### src/rtl/pn_pkg.sv
// ============================================================================
// Module   : pn_pkg
// Purpose  : Shared definitions for the Petri-net firing scheduler family:
//            scheduler state encoding, arbitration policy codes and the
//            transition-index width helper.
// Revision : 1.0 - initial release
// ============================================================================
`default_nettype none

package pn_pkg;

  // Scheduler states, explicitly encoded so that waveforms stay readable.
  typedef enum logic [2:0] {
    ST_IDLE   = 3'd0,
    ST_EVAL   = 3'd1,
    ST_FIRE   = 3'd2,
    ST_SETTLE = 3'd3,
    ST_DEAD   = 3'd4
  } state_t;

  localparam int POLICY_FIXED = 0;  // lowest enabled index wins
  localparam int POLICY_RR    = 1;  // first enabled index at/after rr pointer

  // Width of a transition index; never below one bit so NT=2 still works.
  function automatic int idx_width(input int n);
    return (n <= 2) ? 1 : $clog2(n);
  endfunction

endpackage : pn_pkg

`default_nettype wire

### src/rtl/pn_rr_arbiter.sv
// ============================================================================
// Module   : pn_rr_arbiter
// Purpose  : Combinational one-of-NT arbiter. With policy_rr=0 the lowest
//            set request wins; with policy_rr=1 the search starts at ptr and
//            wraps modulo NT.
// Ports    : req       [NT-1:0] request vector
//            ptr       [IW-1:0] round-robin start index (must be < NT)
//            policy_rr          1 = rotate from ptr, 0 = fixed priority
//            grant     [IW-1:0] winning index (0 when no request)
//            any                at least one request is set
// Revision : 1.0 - initial release
// ============================================================================
`default_nettype none

module pn_rr_arbiter
  import pn_pkg::*;
#(
  parameter int NT = 3,
  parameter int IW = idx_width(NT)
) (
  input  logic [NT-1:0] req,
  input  logic [IW-1:0] ptr,
  input  logic          policy_rr,
  output logic [IW-1:0] grant,
  output logic          any
);

  logic [IW-1:0] w_start;
  logic          w_found;

  // (p + k) mod NT, valid for p < NT and k < NT.
  function automatic int wrap_idx(input logic [IW-1:0] p, input int k);
    int s;
    s = int'(p) + k;
    if (s >= NT) s = s - NT;
    return s;
  endfunction

  // Fixed priority is simply a rotating search anchored at index 0.
  assign w_start = policy_rr ? ptr : '0;
  assign any     = |req;

  always_comb begin
    grant   = '0;
    w_found = 1'b0;
    for (int k = 0; k < NT; k++) begin
      if (!w_found && req[wrap_idx(w_start, k)]) begin
        grant   = IW'(wrap_idx(w_start, k));
        w_found = 1'b1;
      end
    end
  end

endmodule : pn_rr_arbiter

`default_nettype wire

### src/rtl/pn_fire_scheduler.sv
// ============================================================================
// Module   : pn_fire_scheduler
// Purpose  : Steps a Petri-net marking datapath. Each step evaluates the
//            per-transition fire counts, picks one winner and offers it to
//            the marking-update block over a valid/ready handshake.
//            Supports free-run, single-step, halt and deadlock detection.
// Ports    : sys_clk, sys_rst_n   clock, asynchronous active-low reset
//            run                  level, free-run stepping
//            step                 pulse, one evaluation while not running
//            clear                pulse, leaves DEAD and zeroes counters
//            t_cnt   [NT*CW-1:0]  packed fire counts, slice i = transition i
//            fire_valid/ready     firing handshake
//            fire_idx [IW-1:0]    winning transition
//            fire_cnt [CW-1:0]    token multiplicity of the firing
//            busy                 not IDLE and not DEAD
//            dead                 deadlock flag
//            fire_total [SCW-1:0] accepted firings, wraps
// Revision : 1.0 - initial release
// ============================================================================
`default_nettype none

module pn_fire_scheduler
  import pn_pkg::*;
#(
  parameter int NT         = 3,
  parameter int CW         = 32,
  parameter int POLICY     = 0,
  parameter int DEAD_LIMIT = 4,
  parameter int SCW        = 16
) (
  input  logic                     sys_clk,
  input  logic                     sys_rst_n,
  input  logic                     run,
  input  logic                     step,
  input  logic                     clear,
  input  logic [NT*CW-1:0]         t_cnt,
  output logic                     fire_valid,
  input  logic                     fire_ready,
  output logic [idx_width(NT)-1:0] fire_idx,
  output logic [CW-1:0]            fire_cnt,
  output logic                     busy,
  output logic                     dead,
  output logic [SCW-1:0]           fire_total
);

  localparam int            IW          = idx_width(NT);
  localparam logic [IW-1:0] C_LAST_IDX  = IW'(NT - 1);
  localparam logic          C_POLICY_RR = (POLICY == POLICY_RR);

  state_t        r_state, w_state_nxt;
  logic          r_single, w_single_nxt;
  logic [IW-1:0] r_rr_ptr;
  logic [7:0]    r_idle_cnt;

  logic [NT-1:0] w_en;
  logic [IW-1:0] w_win;
  logic          w_any;
  logic [CW-1:0] w_win_cnt;
  logic [8:0]    w_idle_inc;
  logic          w_dead_hit;
  logic          w_latch, w_accept, w_empty_eval;

  // Enabled-ness looks at every bit of the slice, never a truncated view.
  for (genvar gi = 0; gi < NT; gi++) begin : g_en
    assign w_en[gi] = |t_cnt[gi*CW +: CW];
  end

  pn_rr_arbiter #(
    .NT (NT),
    .IW (IW)
  ) u_arb (
    .req       (w_en),
    .ptr       (r_rr_ptr),
    .policy_rr (C_POLICY_RR),
    .grant     (w_win),
    .any       (w_any)
  );

  always_comb begin
    w_win_cnt = '0;
    for (int i = 0; i < NT; i++) begin
      if (w_win == IW'(i)) w_win_cnt = t_cnt[i*CW +: CW];
    end
  end

  // Look-ahead of the idle counter after this empty evaluation.
  assign w_idle_inc = {1'b0, r_idle_cnt} + 9'd1;
  assign w_dead_hit = (w_idle_inc >= 9'(DEAD_LIMIT));

  always_ff @(posedge sys_clk or negedge sys_rst_n) begin
    if (!sys_rst_n) begin
      r_state  <= ST_IDLE;
      r_single <= 1'b0;
    end else begin
      r_state  <= w_state_nxt;
      r_single <= w_single_nxt;
    end
  end

  always_comb begin
    w_state_nxt  = r_state;
    w_single_nxt = r_single;
    w_latch      = 1'b0;
    w_accept     = 1'b0;
    w_empty_eval = 1'b0;
    case (r_state)
      ST_IDLE: begin
        if (run) begin
          w_state_nxt  = ST_EVAL;
          w_single_nxt = 1'b0;
        end else if (step) begin
          w_state_nxt  = ST_EVAL;
          w_single_nxt = 1'b1;
        end
      end
      ST_EVAL: begin
        if (w_any) begin
          w_latch     = 1'b1;
          w_state_nxt = ST_FIRE;
        end else begin
          w_empty_eval = 1'b1;
          w_state_nxt  = w_dead_hit ? ST_DEAD : ST_SETTLE;
        end
      end
      ST_FIRE: begin
        // run is deliberately ignored here: an offered firing always completes.
        if (fire_ready) begin
          w_accept    = 1'b1;
          w_state_nxt = ST_SETTLE;
        end
      end
      ST_SETTLE: begin
        if (r_single || !run) begin
          w_state_nxt  = ST_IDLE;
          w_single_nxt = 1'b0;
        end else begin
          w_state_nxt = ST_EVAL;
        end
      end
      ST_DEAD: begin
        if (clear) w_state_nxt = ST_IDLE;
      end
      default: w_state_nxt = ST_IDLE;
    endcase
  end

  always_ff @(posedge sys_clk or negedge sys_rst_n) begin
    if (!sys_rst_n) begin
      fire_idx   <= '0;
      fire_cnt   <= '0;
      r_rr_ptr   <= '0;
      r_idle_cnt <= '0;
      fire_total <= '0;
    end else begin
      if (w_latch) begin
        fire_idx <= w_win;
        fire_cnt <= w_win_cnt;
      end

      if (w_accept && C_POLICY_RR) begin
        r_rr_ptr <= (fire_idx == C_LAST_IDX) ? '0 : fire_idx + 1'b1;
      end

      // clear has priority over a same-cycle handshake or evaluation.
      if (clear) begin
        fire_total <= '0;
      end else if (w_accept) begin
        fire_total <= fire_total + 1'b1;
      end

      if (clear || w_latch) begin
        r_idle_cnt <= '0;
      end else if (w_empty_eval) begin
        r_idle_cnt <= r_idle_cnt + 8'd1;
      end
    end
  end

  // Status outputs decode straight from the state register so the async
  // reset clears them without waiting for a clock edge.
  assign fire_valid = (r_state == ST_FIRE);
  assign busy       = (r_state != ST_IDLE) && (r_state != ST_DEAD);
  assign dead       = (r_state == ST_DEAD);

endmodule : pn_fire_scheduler

`default_nettype wire

### config.mk
export PLATFORM = sky130hd
export DESIGN_NAME = pn_fire_scheduler
export DESIGN_NICKNAME = d
export VERILOG_FILES = /design/src/rtl/pn_pkg.sv /design/src/rtl/pn_rr_arbiter.sv /design/src/rtl/pn_fire_scheduler.sv
export SDC_FILE = /design/constraint.sdc
export NUM_CORES = 1
export LEC_CHECK = 0
export CAP_MARGIN = 40
export CELL_PAD_IN_SITES_DETAIL_PLACEMENT = 1
export CELL_PAD_IN_SITES_GLOBAL_PLACEMENT = 2
export CORE_AREA = 10 10 132 134
export DETAILED_ROUTE_END_ITERATION = 8
export DIE_AREA = 0 0 142 144
export PLACE_DENSITY_LB_ADDON = 0.2
export SYNTH_ARGS = -nofsm -noshare
export SYNTH_HDL_FRONTEND = slang
export SYNTH_HIERARCHICAL = 1
export SYNTH_SLANG_ARGS = --single-unit
### constraint.sdc
create_clock -name sys_clk -period 2.5 [get_ports sys_clk]
set_input_delay 0.5 -clock sys_clk [delete_from_list [all_inputs] [get_ports sys_clk]]
set_output_delay 0.5 -clock sys_clk [all_outputs]
set_load 0.02 [all_outputs]
Word-level counts from Yosys, hierarchy flattened
Cells that the tools add are included.

storage, ports and cells
  bits in registers = 62
  input port bits = 102
  output and inout bits = 53
  logic and storage cells = 70

operators by class
  add/subtract/negate cells = 3
  order comparisons = 1
  eq/ne operators = 11
  multiplexer cells = 29
  reduce and logical (&&, ||, !) cells = 20

operator list
  operator                                              number
  2-to-1 mux 32 bit                                     3
  OR reduction 32 bit                                   3
  OR reduction 96 bit                                   1
  2-to-1 mux 16 bit                                     2
  2-to-1 mux 3 bit                                      6
  adder 16 x 1 -> 16 bit (second input constant)        1
  2-to-1 mux 8 bit                                      2
  case mux 3 bit (5 select lines)                       1
  2-to-1 mux 1 bit                                      13
  adder 8 x 1 -> 9 bit (second input constant)          1
  >= comparator 9 x 3 -> 1 bit (second input constant)  1
  adder 8 x 1 -> 8 bit (second input constant)          1
  == test 3 x 2 -> 1 bit (second input constant)        2
  inequality test 3 bit (second input constant)         2
  AND reduction 3 bit                                   2
  nonzero test 2 bit                                    3
  inequality test 2 bit (second input constant)         2
  == test 3 x 1 -> 1 bit (second input constant)        1
  == test 3 bit (second input constant)                 1
  logical AND 1 bit                                     3
  logical NOT 1 bit                                     3
  logical NOT 3 bit                                     1
  nonzero test 3 bit                                    1
  == test 2 x 1 -> 1 bit (second input constant)        1
  other kinds (6)                                       7

Longest topological paths before layout
Gate-level depths: netlist (run 1).

  depth in word-level cells = 12
  depth in mapped cells = 12
  depth with buffers taken out = 10

By module
The synthesis (run 1) kept the hierarchy.

by module, submodules not included
  module             instances  cells each  area each (µm²)  sequential area each (µm²)
  pn_fire_scheduler  1          425         3642.2           1551.5
  pn_rr_arbiter      1          22          145.1            0.0

Worst setup path before layout (run 1)
No wires, ideal clock.

  path kind = input to register
  start point = input port t_cnt[5]
  end point = register fire_cnt[0]
  library setup time = 0.077 ns
  arrival = 2.607 ns
  required time = 2.423 ns
  path slack = -0.184 ns
  cell stages on the path = 11
  buffers on the path = 3
  cell sequence = nor4_1 > nand4_1 > or2_2 > mux2_1 > o32ai_1 > clkbuf_1 > nor2b_1 > clkbuf_1 > clkbuf_1 > a21oi_1 > a21oi_1

between the ends
  longest elaborated chain between the ends = 12

ends and longest elaborated chain
  element                          RTL line                  source
  from (decl)                      pn_fire_scheduler.sv:36   input logic [NT*CW-1:0] t_cnt,
  OR reduction 32 bit (*)          pn_fire_scheduler.sv:65   assign w_en[gi] = |t_cnt[gi*CW +: CW];
  via w_en[0]                      pn_fire_scheduler.sv:55   logic [NT-1:0] w_en;
  2-to-1 mux 1 bit (*)             pn_rr_arbiter.sv:47       if (!w_found && req[wrap_idx(w_start, k)]) begin
  logical NOT 1 bit                pn_rr_arbiter.sv:47
  logical AND 1 bit                pn_rr_arbiter.sv:47
  2-to-1 mux 1 bit (*)             pn_rr_arbiter.sv:47
  logical NOT 1 bit (*)            pn_rr_arbiter.sv:47
  logical AND 1 bit (*)            pn_rr_arbiter.sv:47
  2-to-1 mux 2 bit (*)             pn_rr_arbiter.sv:47
  via w_win[1]                     pn_fire_scheduler.sv:56   logic [IW-1:0] w_win;
  logical NOT 2 bit                pn_fire_scheduler.sv:82   if (w_win == IW'(i)) w_win_cnt = t_cnt[i*CW +: CW];
  2-to-1 mux 32 bit (2 in series)  pn_fire_scheduler.sv:82
  2-to-1 mux 32 bit (*)            pn_fire_scheduler.sv:82
  to (signal assigned)             pn_fire_scheduler.sv:157  fire_cnt <= w_win_cnt;
  to (decl)                        pn_fire_scheduler.sv:40   output logic [CW-1:0] fire_cnt,

The timed path passes the listed nets; every way through them passes the cells marked *.
A chain may end at the register's enable or synchronous reset.

Final worst setup path (run 1)
  start point = input port t_cnt[7]
  end point = register fire_cnt[2]

between the ends
  longest elaborated chain between the ends = 12

ends and longest elaborated chain
  element                          RTL line
  OR reduction 32 bit (*)          pn_fire_scheduler.sv:65
  via w_en[0]                      pn_fire_scheduler.sv:55
  2-to-1 mux 1 bit (*)             pn_rr_arbiter.sv:47
  logical NOT 1 bit                pn_rr_arbiter.sv:47
  logical AND 1 bit                pn_rr_arbiter.sv:47
  2-to-1 mux 1 bit                 pn_rr_arbiter.sv:47
  logical NOT 1 bit                pn_rr_arbiter.sv:47
  logical AND 1 bit                pn_rr_arbiter.sv:47
  2-to-1 mux 2 bit (*)             pn_rr_arbiter.sv:47
  via w_win[0]                     pn_fire_scheduler.sv:56
  logical NOT 2 bit                pn_fire_scheduler.sv:82
  2-to-1 mux 32 bit (2 in series)  pn_fire_scheduler.sv:82
  2-to-1 mux 32 bit (*)            pn_fire_scheduler.sv:82

Marked as above.

==> out/qor.log, run 1 <==
[routing] Detail Route Antenna Nets 0
[yosys] Gate Count Post-Synth 447
[yosys] FFs w/ async S/R, synth 100.0%
[die] overall die height 144 µm
[yosys] per-instance average area after synthesis 8.473 µm²
[worst_setup_path] Setup crit end kind flip-flop
[final_layout] area of the multi-input gates 2730 µm²
[clock_network] clock tree from TritonCTS built
[global_routing] number of antenna violations at the first check in global routing 4
[clock_network] clk root buf sky130_fd_sc_hd__clkbuf_16
[final_layout] final layout net count 802
[global_routing] GRT Total Usage 16.73%
[sta] number of pins with negative max-slew slack in the final report 0
[power_and_ir_drop] IR drop worst, VDD 0.0003431 V
[clock_network] H-tree depth 3
[final_layout] area growth from synthesis to layout 88.37%
[yosys] post-synthesis sequential element count 62
[placed_design] Worst Setup Slack post-DPL -0.9967 ns
[worst_setup_path] number of buffers and inverters on the critical path 5
[sta] final hold violations 0
[die] Die Area 20,450 µm²
[routing] count of routing violations after the opening detailed-route iteration 112
[die] area of the core 14,860 µm²
[placed_design] total of buffers placed on input and output ports 154
[placed_design] instance count after placement with tap cells included 857
[placed_design] placer's final routability congestion estimate 0.8315
[run_status] violated checks negative setup slack
[yosys] number of enable flip-flop cells after synthesis 0
[final_layout] share of the core filled with cells 48.00%
[final_layout] layout cells sized above 1 33.81%
[worst_setup_path] required time worst endpoint 2.73 ns
[die] number of core rows 45
[clock_network] CTS clock-pin slew for the worst setup and hold paths 0.06 ns
[placed_design] detailed placer's ending HPWL 13.04 mm
[sta] period utilization 103.4%
[worst_setup_path] peak per-stage delay on the critical path 0.32 ns
[sta] Setup Viol. Count Final 31
[worst_setup_path] arrival time at the worst endpoint 2.81 ns
[clock_network] TritonCTS Sinks 62
[worst_setup_path] type of the setup path with the least slack input port to flip-flop
[die] initial core utilization 25.48%
[final_layout] FF/Latch Area 1551 µm²
[global_routing] maximum number of pins on one net before global-route repair 63
[power_and_ir_drop] reported leakage power 2.980 nW
[clock_network] CTS buffer count 9
[hold_path] type of the most critical hold path input port to asynchronous set/reset pin
[final_layout] number of standard cells in the layout, taps in and fillers out 895
[worst_setup_path] crit-path leading delay family simple AND/OR/NAND/NOR gates
[sta] Least-Margin Pin Slew 0.6201 ns
[worst_setup_path] worst-path cell with the longest stage delay sky130_fd_sc_hd__a311oi_4
[sta] fin crit period 2.585 ns
[global_routing] aggregate global routing overflow 0
[clock_network] insertion delay to the later sink of the worst-skew pair 0.34 ns
[worst_setup_path] CP startpoint kind input port
[run_status] status complete, but fails checks
[global_routing] vias in the first global route 5,031
[sta] setup repair after global routing missed its margin true
[routing] 1st-pass router iterations 4
[die] Die X 142 µm
[routing] DRT Wirelength 17.27 mm
[clock_network] buffers from clock root to sink, at most 2
[routing] DR WL/cell 19.29 µm
[worst_setup_path] CP max FO 7
[final_layout] fillers 1,731
[global_routing] global-route wire length before repair 26.85 mm
[worst_setup_path] Critical Path, Cell by Cell clkdlybuf4s15_1 > nor4_2 > nand4_1 > or2_4 > nand2b_4 > a21oi_4 > a311oi_4 > buf_6 > buf_12 > nor2b_4 > buf_6 > buf_4 > a21oi_1 > a21oi_1
[yosys] count of warnings emitted by yosys 10
[yosys] count of cell types in the netlist 52
[placed_design] Cell Area, Placed 6245 µm²
[sta] PnR worst setup slack -0.08514 ns
[yosys] main flop type after synthesis sky130_fd_sc_hd__dfrtp_1
[run] number of maximum-capacitance constraint violations 0
[final_layout] Non-Filler Cell Area, Final 7134 µm²
[routing] vias post-DR 4,376
[yosys] synthesized cell area 3787 µm²
[sta] worst setup skew after layout 0.005426 ns
[sta] Peak Freq 386.8 MHz
[routing] post-detailed-route DRC marker count 0
[routing] detailed-route vias per instance 4.889
[sta] relative slew slack 58.51%
[die] boundary pin count 155
[yosys] sequential element share of the synthesized area 40.96%
[power_and_ir_drop] power density normalized to cell area 739.7 nW/µm²
[sequential cells by signal, indices dropped and copies added, names as in the netlist]
| name | flops |
|---|---|
| r_single | 1 |
| r_state | 3 |
| fire_cnt | 32 |
| r_idle_cnt | 8 |
| fire_idx | 2 |
| fire_total | 16 |
[worst reg2reg max path: stages (launching register included)]
cell and delay (ns):
sky130_fd_sc_hd__dfrtp_1 0.44, sky130_fd_sc_hd__ha_1 0.34, sky130_fd_sc_hd__and3_1 0.30, sky130_fd_sc_hd__nand2_1 0.09
sky130_fd_sc_hd__o31ai_1 0.23, sky130_fd_sc_hd__nand4_1 0.23, sky130_fd_sc_hd__a221oi_1 0.29
[worst paths after layout]
check	startpoint	to	slack (ns)	cells past startpoint
setup / recovery	t_cnt[7]	fire_cnt[2]$_DFFE_PN0P_	-0.09	14
min in group sys_clk	t_cnt[75]	fire_cnt[11]$_DFFE_PN0P_	0.48	3
max in group asynchronous	sys_rst_n	fire_total[10]$_DFFE_PN0P_	2.03	2
hold / removal	sys_rst_n	r_idle_cnt[7]$_DFFE_PN0P_	0.16	2
setup reg to reg	r_idle_cnt[0]$_DFFE_PN0P_	r_state[1]$_DFFE_PN0P_	0.48	6
hold reg to reg	fire_cnt[26]$_DFFE_PN0P_	fire_cnt[26]$_DFFE_PN0P_	0.52	2
[placed cells by master (no fill, tap or decap), types with 6 or more instances in the layout]
cell	count
sky130_fd_sc_hd__diode_2	6
sky130_fd_sc_hd__buf_6	14
sky130_fd_sc_hd__dfrtp_1	62
sky130_fd_sc_hd__clkdlybuf4s50_1	58
sky130_fd_sc_hd__nor4_2	15
sky130_fd_sc_hd__buf_2	12
sky130_fd_sc_hd__mux2i_2	6
sky130_fd_sc_hd__o21ai_0	8
sky130_fd_sc_hd__nand4_1	8
sky130_fd_sc_hd__nor4_4	11
sky130_fd_sc_hd__a21oi_1	44
sky130_fd_sc_hd__a21oi_2	25
sky130_fd_sc_hd__dlygate4sd2_1	39
sky130_fd_sc_hd__inv_1	11
sky130_fd_sc_hd__nand2_1	14
sky130_fd_sc_hd__clkbuf_16	10
sky130_fd_sc_hd__conb_1	18
sky130_fd_sc_hd__buf_12	7
sky130_fd_sc_hd__mux2i_1	27
sky130_fd_sc_hd__nand3_1	8
sky130_fd_sc_hd__nor2_1	85
sky130_fd_sc_hd__buf_4	71
sky130_fd_sc_hd__clkdlybuf4s15_1	18
sky130_fd_sc_hd__clkbuf_2	14
sky130_fd_sc_hd__xnor2_1	7
[synth_stat cells (all sizes together), types with 8 or more instances]
cell	instances	share of area [%]
nand3	8	1.1
clkbuf	14	1.4
nand4	9	1.9
nor4	26	4.6
mux2i	35	9.3
buf	11	1.7
nor2	89	8.8
nand2	16	1.7
inv	11	1.1
dfrtp	62	41
o21ai	16	2.1
a21oi	74	9.8
[stage by stage]
step	setup TNS, ns	hold WS (ns)	power [mW]
final	-1.367	0.1601	5.277
after global routing	-5.983	0.1994	5.628
after CTS	-0.1374	0.1862	5.270
after detailed placement	-40.29	0.5028	3.906
after global placement	-38.33	0.4917	3.851
after floorplan	0	0.2044	2.625
[kinds of logic after synthesis]
| group | share of synthesized area, % |
|---|---|
| adders and majority gates | 1.321 |
| muxes | 10.14 |
| xor gates and xnor gates | 2.544 |
| other | 0.09901 |
| DFF | 40.96 |
| AOI/OAI and AO/OA | 15.46 |
| buffers and inverters | 4.163 |
| and+or+nand+nor | 25.31 |
[layout make-up]
type                            count  area share [%]
Timing Repair Buffer              246           31.66
Clock inverter                      3          0.5963
Antenna cell                        6          0.2105
Tap cell                          188           3.297
Clock buffer                       13           3.648
Sequential cell                    62           21.75
Multi-Input combinational cell    366           38.27
Inverter                           11          0.5787
[power breakdown]
part	switching, mW	internal, mW	total (mW)	leakage [nW]
clock network	0.474	0.825	1.30	0.146
registers	0.196	1.32	1.51	0.768
logic	1.30	1.17	2.47	2.07
[routing by layer]
layer  up-vias  GRT usage, %  share of wire, %
li1       2095             -                 -
met1      2155         18.44                40
met2       106         29.58                52
met3        20         4.887               5.5
met4         0         6.455               1.9
met5         -             0                 0
[what timing repair did]
item                       in CTS  in global routing
pin swaps                      39                 45
hold buffers                    0                  0
setup buffers                  13                  2
setup endpoints to repair      45                 40
resized for setup             218                108
cloned                          4                  1
No activity file was read; power rests on OpenSTA's default activity.
==> inputs of run 2 (changes only) <==
--- a/config.mk
+++ b/config.mk
@@ -8,9 +8,10 @@
 export CAP_MARGIN = 40
 export CELL_PAD_IN_SITES_DETAIL_PLACEMENT = 1
 export CELL_PAD_IN_SITES_GLOBAL_PLACEMENT = 2
-export CORE_AREA = 10 10 132 134
+export CORE_AREA = 2 2 124 126
+export CTS_CLUSTER_SIZE = 14
 export DETAILED_ROUTE_END_ITERATION = 8
-export DIE_AREA = 0 0 142 144
+export DIE_AREA = 0 0 126 128
 export PLACE_DENSITY_LB_ADDON = 0.2
 export SYNTH_ARGS = -nofsm -noshare
 export SYNTH_HDL_FRONTEND = slang
==> out/qor.log, run 2 (synthesized netlist as in run 1, its figures left out) <==
[placed_design] placer's final routability congestion estimate 0.8199 [-1.4%]
[die] number of core rows 45 [unchanged]
[sta] number of pins with negative max-slew slack in the final report 0 [unchanged]
[placed_design] instance count after placement with tap cells included 851 [-0.70%]
[final_layout] final layout net count 796 [-0.75%]
[final_layout] area growth from synthesis to layout 93.36%
[power_and_ir_drop] reported leakage power 2.997 nW [+0.58%]
[final_layout] commonest cells after routing, fill and taps aside sky130_fd_sc_hd__nor2_1, sky130_fd_sc_hd__dfrtp_1, sky130_fd_sc_hd__buf_4, sky130_fd_sc_hd__clkdlybuf4s50_1, sky130_fd_sc_hd__dlygate4sd2_1
[run_status] status complete, but fails checks
[clock_network] clock tree from TritonCTS built
[power_and_ir_drop] IR drop worst, VDD 0.0002979 V [-13%]
[routing] Detail Route Antenna Nets 0 [unchanged]
[clock_network] TritonCTS Sinks 62 [unchanged]
[clock_network] buffers from clock root to sink, at most 2 [unchanged]
[sta] setup repair after global routing missed its margin true
[worst_setup_path] required time worst endpoint 2.74 ns [about the same]
[worst_setup_path] Setup crit end kind flip-flop
[routing] 1st-pass router iterations 4 [unchanged]
[sta] relative slew slack 55.76% [-2.7 points]
[worst_setup_path] crit-path leading delay family simple AND/OR/NAND/NOR gates
[clock_network] clk root buf sky130_fd_sc_hd__clkbuf_16
[die] Die X 126 µm [-11%]
[sta] Least-Margin Pin Slew 0.6611 ns [+0.04101 ns]
[global_routing] vias in the first global route 4,663 [-7.3%]
[final_layout] flip-flop count of the largest register after layout 32 [unchanged]
[worst_setup_path] type of the setup path with the least slack input port to flip-flop
[worst_setup_path] Critical Path, Cell by Cell dlygate4sd2_1 > nor4_1 > nand4_1 > or2_4 > or3_4 > nor4b_4 > nand2_2 > buf_6 > nor2_4 > o21ai_2 > o31ai_1
[global_routing] number of antenna violations at the first check in global routing 2 [-2]
[worst_setup_path] arrival time at the worst endpoint 2.85 ns [+0.04 ns]
[sta] PnR worst setup slack -0.1064 ns [-0.02129 ns]
[die] overall die height 128 µm [-11%]
[placed_design] total of buffers placed on input and output ports 154 [unchanged]
[run_status] violated checks negative setup slack
[sta] period utilization 104.3% [+0.85 points]
[routing] DR WL/cell 18.03 µm [-6.5%]
[run] number of maximum-capacitance constraint violations 0 [unchanged]
[final_layout] share of the core filled with cells 49.27% [+1.3 points]
[sta] Setup Viol. Count Final 15 [-52%]
[final_layout] Biggest register fire_cnt
[worst_setup_path] CP startpoint kind input port
[worst_setup_path] CP max FO 6 [-1]
[routing] post-detailed-route DRC marker count 0 [unchanged]
[sta] fin crit period 2.606 ns [+0.02129 ns]
[global_routing] global-route wire length before repair 24.49 mm [-8.8%]
[final_layout] number of standard cells in the layout, taps in and fillers out 884 [-1.2%]
[routing] count of routing violations after the opening detailed-route iteration 145 [+29%]
[clock_network] CTS clock-pin slew for the worst setup and hold paths 0.06 ns [about the same]
[global_routing] aggregate global routing overflow 0 [unchanged]
[routing] DRT Wirelength 15.94 mm [-7.7%]
[final_layout] most common library cell in the layout ignoring fill and taps sky130_fd_sc_hd__nor2_1
[routing] vias post-DR 4,252 [-2.8%]
[sta] Peak Freq 383.7 MHz [-0.82%]
[placed_design] detailed placer's ending HPWL 11.63 mm [-11%]
[worst_setup_path] number of cells on the worst reg-to-reg path 6 [unchanged]
[worst_setup_path] peak per-stage delay on the critical path 0.40 ns [+0.08 ns]
[die] initial core utilization 25.48% [unchanged]
[hold_path] type of the most critical hold path input port to asynchronous set/reset pin
[final_layout] layout cells sized above 1 36.12% [+2.3 points]
[sta] final hold violations 0 [unchanged]
[final_layout] largest registers fire_cnt x32, fire_total x16, r_idle_cnt x8
[sta] worst-case hold slack 0.1655 ns [+0.005355 ns]
[power_and_ir_drop] power density normalized to cell area 738.7 nW/µm² [-0.13%]
[placed_design] Worst Setup Slack post-DPL -0.9134 ns [+0.08329 ns]
[die] boundary pin count 155 [unchanged]
[worst_setup_path] worst-path cell with the longest stage delay sky130_fd_sc_hd__or3_4
[global_routing] maximum number of pins on one net before global-route repair 40 [-37%]
[worst_setup_path] number of buffers and inverters on the critical path 2 [-3]
[routing] detailed-route vias per instance 4.810 [-1.6%]
[clock_network] insertion delay to the later sink of the worst-skew pair 0.34 ns [about the same]
[die] area of the core 14,860 µm² [unchanged]
[die] Die Area 16,130 µm² [-21%]
[worst_setup_path] Worst path depth 11 [-3]
[clock_network] CTS buffer count 9 [unchanged]
[sta] worst setup skew after layout 0.002832 ns [-0.002595 ns]
[global_routing] GRT Total Usage 19.39% [+2.7 points]
[clock_network] H-tree depth 3 [unchanged]
[clock_network] cts-stage hold buffer count 0 [unchanged]
[run 2: final cells by class]
type / instances / area (µm²)
Multi-Input combinational cell: 366 / 2879
Antenna cell: 1 / 2.502
Clock buffer: 9 / 225.2
Sequential cell: 62 / 1551
Tap cell: 188 / 235.2
Fill cell: 1687 / 7541
Inverter: 11 / 41.29
Clock inverter: 7 / 98.84
Timing Repair Buffer: 240 / 2290
[run 2: path summary, 6_finish.rpt]
check	start	to	slack [ns]
worst max-delay path	t_cnt[78]	r_idle_cnt[4]$_DFFE_PN0P_	-0.11
worst min-delay path	sys_rst_n	r_idle_cnt[7]$_DFFE_PN0P_	0.17
worst max register to register	r_state[2]$_DFFE_PN0P_	fire_total[13]$_DFFE_PN0P_	0.62
worst min register to register	fire_idx[1]$_DFFE_PN0P_	fire_idx[1]$_DFFE_PN0P_	0.52
max in group asynchronous	sys_rst_n	fire_cnt[2]$_DFFE_PN0P_	1.69
min in group sys_clk	t_cnt[74]	fire_cnt[10]$_DFFE_PN0P_	0.50
[run 2: per-layer routing]
metal,vias to the layer above,share of wire (%),track usage [%]
li1,2069,-,-
met1,2043,42,23.63
met2,115,51,33.90
met3,25,4.3,4.967
met4,0,2.5,5.559
met5,-,0,0
[run 2: timing repair]
item / in CTS / in global routing
endpoints found under the setup margin: 45 / 39
gates cloned: 3 / 2
buffers inserted: 14 / 4
pin swaps: 50 / 67
hold endpoints to repair: 0 / 0
resized for setup: 240 / 133
[run 2: where the power goes]
part           internal, mW  leakage, nW  switching [mW]
Combinational          1.20         2.07            1.32
Sequential             1.31        0.768           0.208
Clock                 0.875        0.156           0.499
[run 2: metrics by stage]
step | power, mW | cell area (µm²) | TNS, ns
after floorplan | 2.625 | 3933 | 0
after global placement | 3.803 | 6231 | -34.87
after detailed placement | 3.847 | 6231 | -35.75
after CTS | 5.290 | 6879 | -0.1053
after global routing | 5.726 | 7321 | -4.032
final | 5.410 | 7323 | -0.6892
==> inputs of run 3 (changes only) <==
--- a/config.mk
+++ b/config.mk
@@ -5,7 +5,7 @@
 export SDC_FILE = /design/constraint.sdc
 export NUM_CORES = 1
 export LEC_CHECK = 0
-export CAP_MARGIN = 40
+export CAP_MARGIN = 20
 export CELL_PAD_IN_SITES_DETAIL_PLACEMENT = 1
 export CELL_PAD_IN_SITES_GLOBAL_PLACEMENT = 2
 export CORE_AREA = 2 2 124 126
@@ -17,3 +17,4 @@
 export SYNTH_HDL_FRONTEND = slang
 export SYNTH_HIERARCHICAL = 1
 export SYNTH_SLANG_ARGS = --single-unit
+export TNS_END_PERCENT = 5
==> out/qor.log, run 3 (synthesized netlist as in run 1, its figures left out) <==
[sta] setup repair after global routing missed its margin true
[die] initial core utilization 25.48% [unchanged]
[global_routing] maximum number of pins on one net before global-route repair 63 [+57%]
[global_routing] GR Util met1 23.24% [-0.39 points]
[global_routing] aggregate global routing overflow 0 [unchanged]
[sta] Setup Viol. Count Final 35 [+20]
[clock_network] clk root buf sky130_fd_sc_hd__clkbuf_16
[global_routing] global routing usage on met2 32.07% [-1.8 points]
[power_and_ir_drop] reported leakage power 2.816 nW [-6.1%]
[final_layout] most common library cell in the layout ignoring fill and taps sky130_fd_sc_hd__nor2_1
[global_routing] global route hottest layer met2
[routing] vias post-DR 4,194 [-1.4%]
[sta] PnR worst setup slack -0.09819 ns [+0.008243 ns]
[final_layout] layout cells sized above 1 28.47% [-7.6 points]
[die] area of the core 14,860 µm² [unchanged]
[worst_setup_path] Critical Path, Cell by Cell buf_6 > nor4_4 > buf_4 > nand4_1 > or2_4 > nand2b_4 > a21oi_2 > a311oi_4 > buf_4 > buf_16 > nor2b_4 > buf_12 > buf_12 > buf_16 > a21oi_2 > a21oi_1
[worst_setup_path] number of buffers and inverters on the critical path 7 [+5]
[power_and_ir_drop] IR drop worst, VDD 0.0003665 V [+23%]
[die] number of core rows 45 [unchanged]
[sta] worst setup skew after layout 0.007727 ns [+0.004896 ns]
[routing] DR WL/cell 17.64 µm [-2.1%]
[routing] DRT Wirelength 15.32 mm [-3.9%]
[worst_setup_path] CP max FO 7 [+1]
[power_and_ir_drop] Clock Power Share 24.9% [-0.5 points]
[routing] Detail Route Antenna Nets 0 [unchanged]
[power_and_ir_drop] switching power as a share of total power 37.43% [about the same]
[power_and_ir_drop] power density normalized to cell area 749.8 nW/µm² [+1.5%]
[placed_design] detailed placer's ending HPWL 11.03 mm [-5.1%]
[clock_network] insertion delay to the later sink of the worst-skew pair 0.34 ns [about the same]
[routing] count of routing violations after the opening detailed-route iteration 116 [-20%]
[worst_setup_path] crit-path leading delay family buffers and inverters
[die] Die Area 16,130 µm² [unchanged]
[clock_network] clock tree from TritonCTS built
[routing] detailed-route vias per instance 4.832 [+0.45%]
[final_layout] final layout net count 780 [-2.0%]
[routing] post-detailed-route DRC marker count 0 [unchanged]
[worst_setup_path] type of the setup path with the least slack input port to flip-flop
[sta] period utilization 103.9% [-0.33 points]
[worst_setup_path] worst-path cell with the longest stage delay sky130_fd_sc_hd__nor4_4
[sta] Least-Margin Pin Slew 0.5150 ns [-0.1461 ns]
[global_routing] number of antenna violations at the first check in global routing 1 [-1]
[global_routing] global-route wire length before repair 23.82 mm [-2.7%]
[routing] 1st-pass router iterations 4 [unchanged]
[global_routing] GRT Total Usage 18.76% [-0.63 points]
[final_layout] area growth from synthesis to layout 80.38%
[die] Die X 126 µm [unchanged]
[power_and_ir_drop] power dissipated by switching net loads 1.917 mW [-5.3%]
[final_layout] Biggest register fire_cnt
[final_layout] largest registers fire_cnt x32, fire_total x16, r_idle_cnt x8
[sta] number of pins with negative max-slew slack in the final report 0 [unchanged]
[die] boundary pin count 155 [unchanged]
[clock_network] H-tree depth 3 [unchanged]
[worst_setup_path] CP startpoint kind input port
[placed_design] placer's final routability congestion estimate 0.8347 [+1.8%]
[power_and_ir_drop] Internal Pwr Total 3.205 mW [-5.3%]
[clock_network] TritonCTS Sinks 62 [unchanged]
[run_status] violated checks negative setup slack
[sta] Total Neg Setup Slack -1.371 ns [-0.6819 ns]
[sta] final hold violations 0 [unchanged]
[run_status] status complete, but fails checks
[placed_design] total of buffers placed on input and output ports 154 [unchanged]
[global_routing] vias in the first global route 4,548 [-2.5%]
[clock_network] CTS clock-pin slew for the worst setup and hold paths 0.06 ns [about the same]
[clock_network] CTS buffer count 9 [unchanged]
[sta] relative slew slack 65.54% [+9.8 points]
[power_and_ir_drop] sequential group share of total power 30.0% [+1.9 points]
[die] overall die height 128 µm [unchanged]
[worst_setup_path] peak per-stage delay on the critical path 0.29 ns [-0.11 ns]
[run] number of maximum-capacitance constraint violations 0 [unchanged]
[clock_network] buffers from clock root to sink, at most 2 [unchanged]
[worst_setup_path] Setup crit end kind flip-flop
[hold_path] type of the most critical hold path input port to asynchronous set/reset pin
[final_layout] share of the core filled with cells 45.96% [-3.3 points]
[global_routing] met3 usage in global routing 4.382% [-0.58 points]
[power_and_ir_drop] Comb power frac 45.1% [-1.4 points]
[sta] fin crit period 2.598 ns [-0.008243 ns]
[worst_setup_path] arrival time at the worst endpoint 2.82 ns [-0.03 ns]
[final_layout] flip-flop count of the largest register after layout 32 [unchanged]
[worst_setup_path] required time worst endpoint 2.73 ns [about the same]
[sta] Peak Freq 384.9 MHz [+0.32%]
[worst_setup_path] FF-to-FF setup slack 0.53 ns [-0.09 ns]
[final_layout] commonest cells after routing, fill and taps aside sky130_fd_sc_hd__nor2_1, sky130_fd_sc_hd__a21oi_1, sky130_fd_sc_hd__dfrtp_1, sky130_fd_sc_hd__clkdlybuf4s50_1, sky130_fd_sc_hd__buf_4
==> run 3: through the flow <==
stage | hold WS, ns | setup WS (ns) | cells | instance area, µm² | total power [mW]
after floorplan | 0.2044 | -0.01689 | 464 | 3913 | 2.624
after global placement | 0.4960 | -0.9200 | 841 | 6101 | 3.759
after detailed placement | 0.5001 | -0.9371 | 841 | 6101 | 3.798
after CTS | 0.1877 | -0.008577 | 861 | 6670 | 5.130
after global routing | 0.1971 | -0.1966 | 867 | 6829 | 5.428
final | 0.1676 | -0.09819 | 868 | 6832 | 5.122
==> run 3: per-layer routing <==
layer,up-vias,part of all wire (%)
met4,0,2.0
met2,110,49
met5,-,0
met3,17,5.1
met1,2021,44
li1,2046,-
==> run 3: path summary, 6_finish.rpt <==
path / startpoint / end / cells past startpoint
min in group sys_clk: t_cnt[77] / fire_cnt[13]$_DFFE_PN0P_ / 3
min reg2reg: fire_idx[1]$_DFFE_PN0P_ / fire_idx[1]$_DFFE_PN0P_ / 1
max reg2reg: r_idle_cnt[0]$_DFFE_PN0P_ / r_state[1]$_DFFE_PN0P_ / 6
max: t_cnt[25] / fire_cnt[13]$_DFFE_PN0P_ / 16
min: sys_rst_n / fire_cnt[15]$_DFFE_PN0P_ / 2
max in group asynchronous: sys_rst_n / fire_cnt[2]$_DFFE_PN0P_ / 2
==> run 3: what timing repair did <==
item / in CTS / in global routing
gates resized for setup: 247 / 58
hold buffers: 0 / 0
pin swaps: 46 / 31
cloned: 3 / 2
endpoints found under the setup margin: 45 / 39
buffers inserted: 4 / 4
==> run 3: power by group through the flow <==
stage	Clock, mW	Combinational [mW]	Sequential (mW)
final	1.28	2.31	1.53
after global routing	1.35	2.49	1.59
after CTS	1.31	2.29	1.54
after detailed placement	0	2.25	1.54
after global placement	0	2.22	1.54
after floorplan	0	0.800	1.82
==> run 3: cell type report <==
type,instances,area [µm²]
Tap cell,188,235.2
Clock inverter,5,58.81
Sequential cell,62,1551
Fill cell,1718,8033
Timing Repair Buffer,224,2081
Inverter,11,41.29
Clock buffer,10,239.0
Multi-Input combinational cell,366,2620
Antenna cell,2,5.005
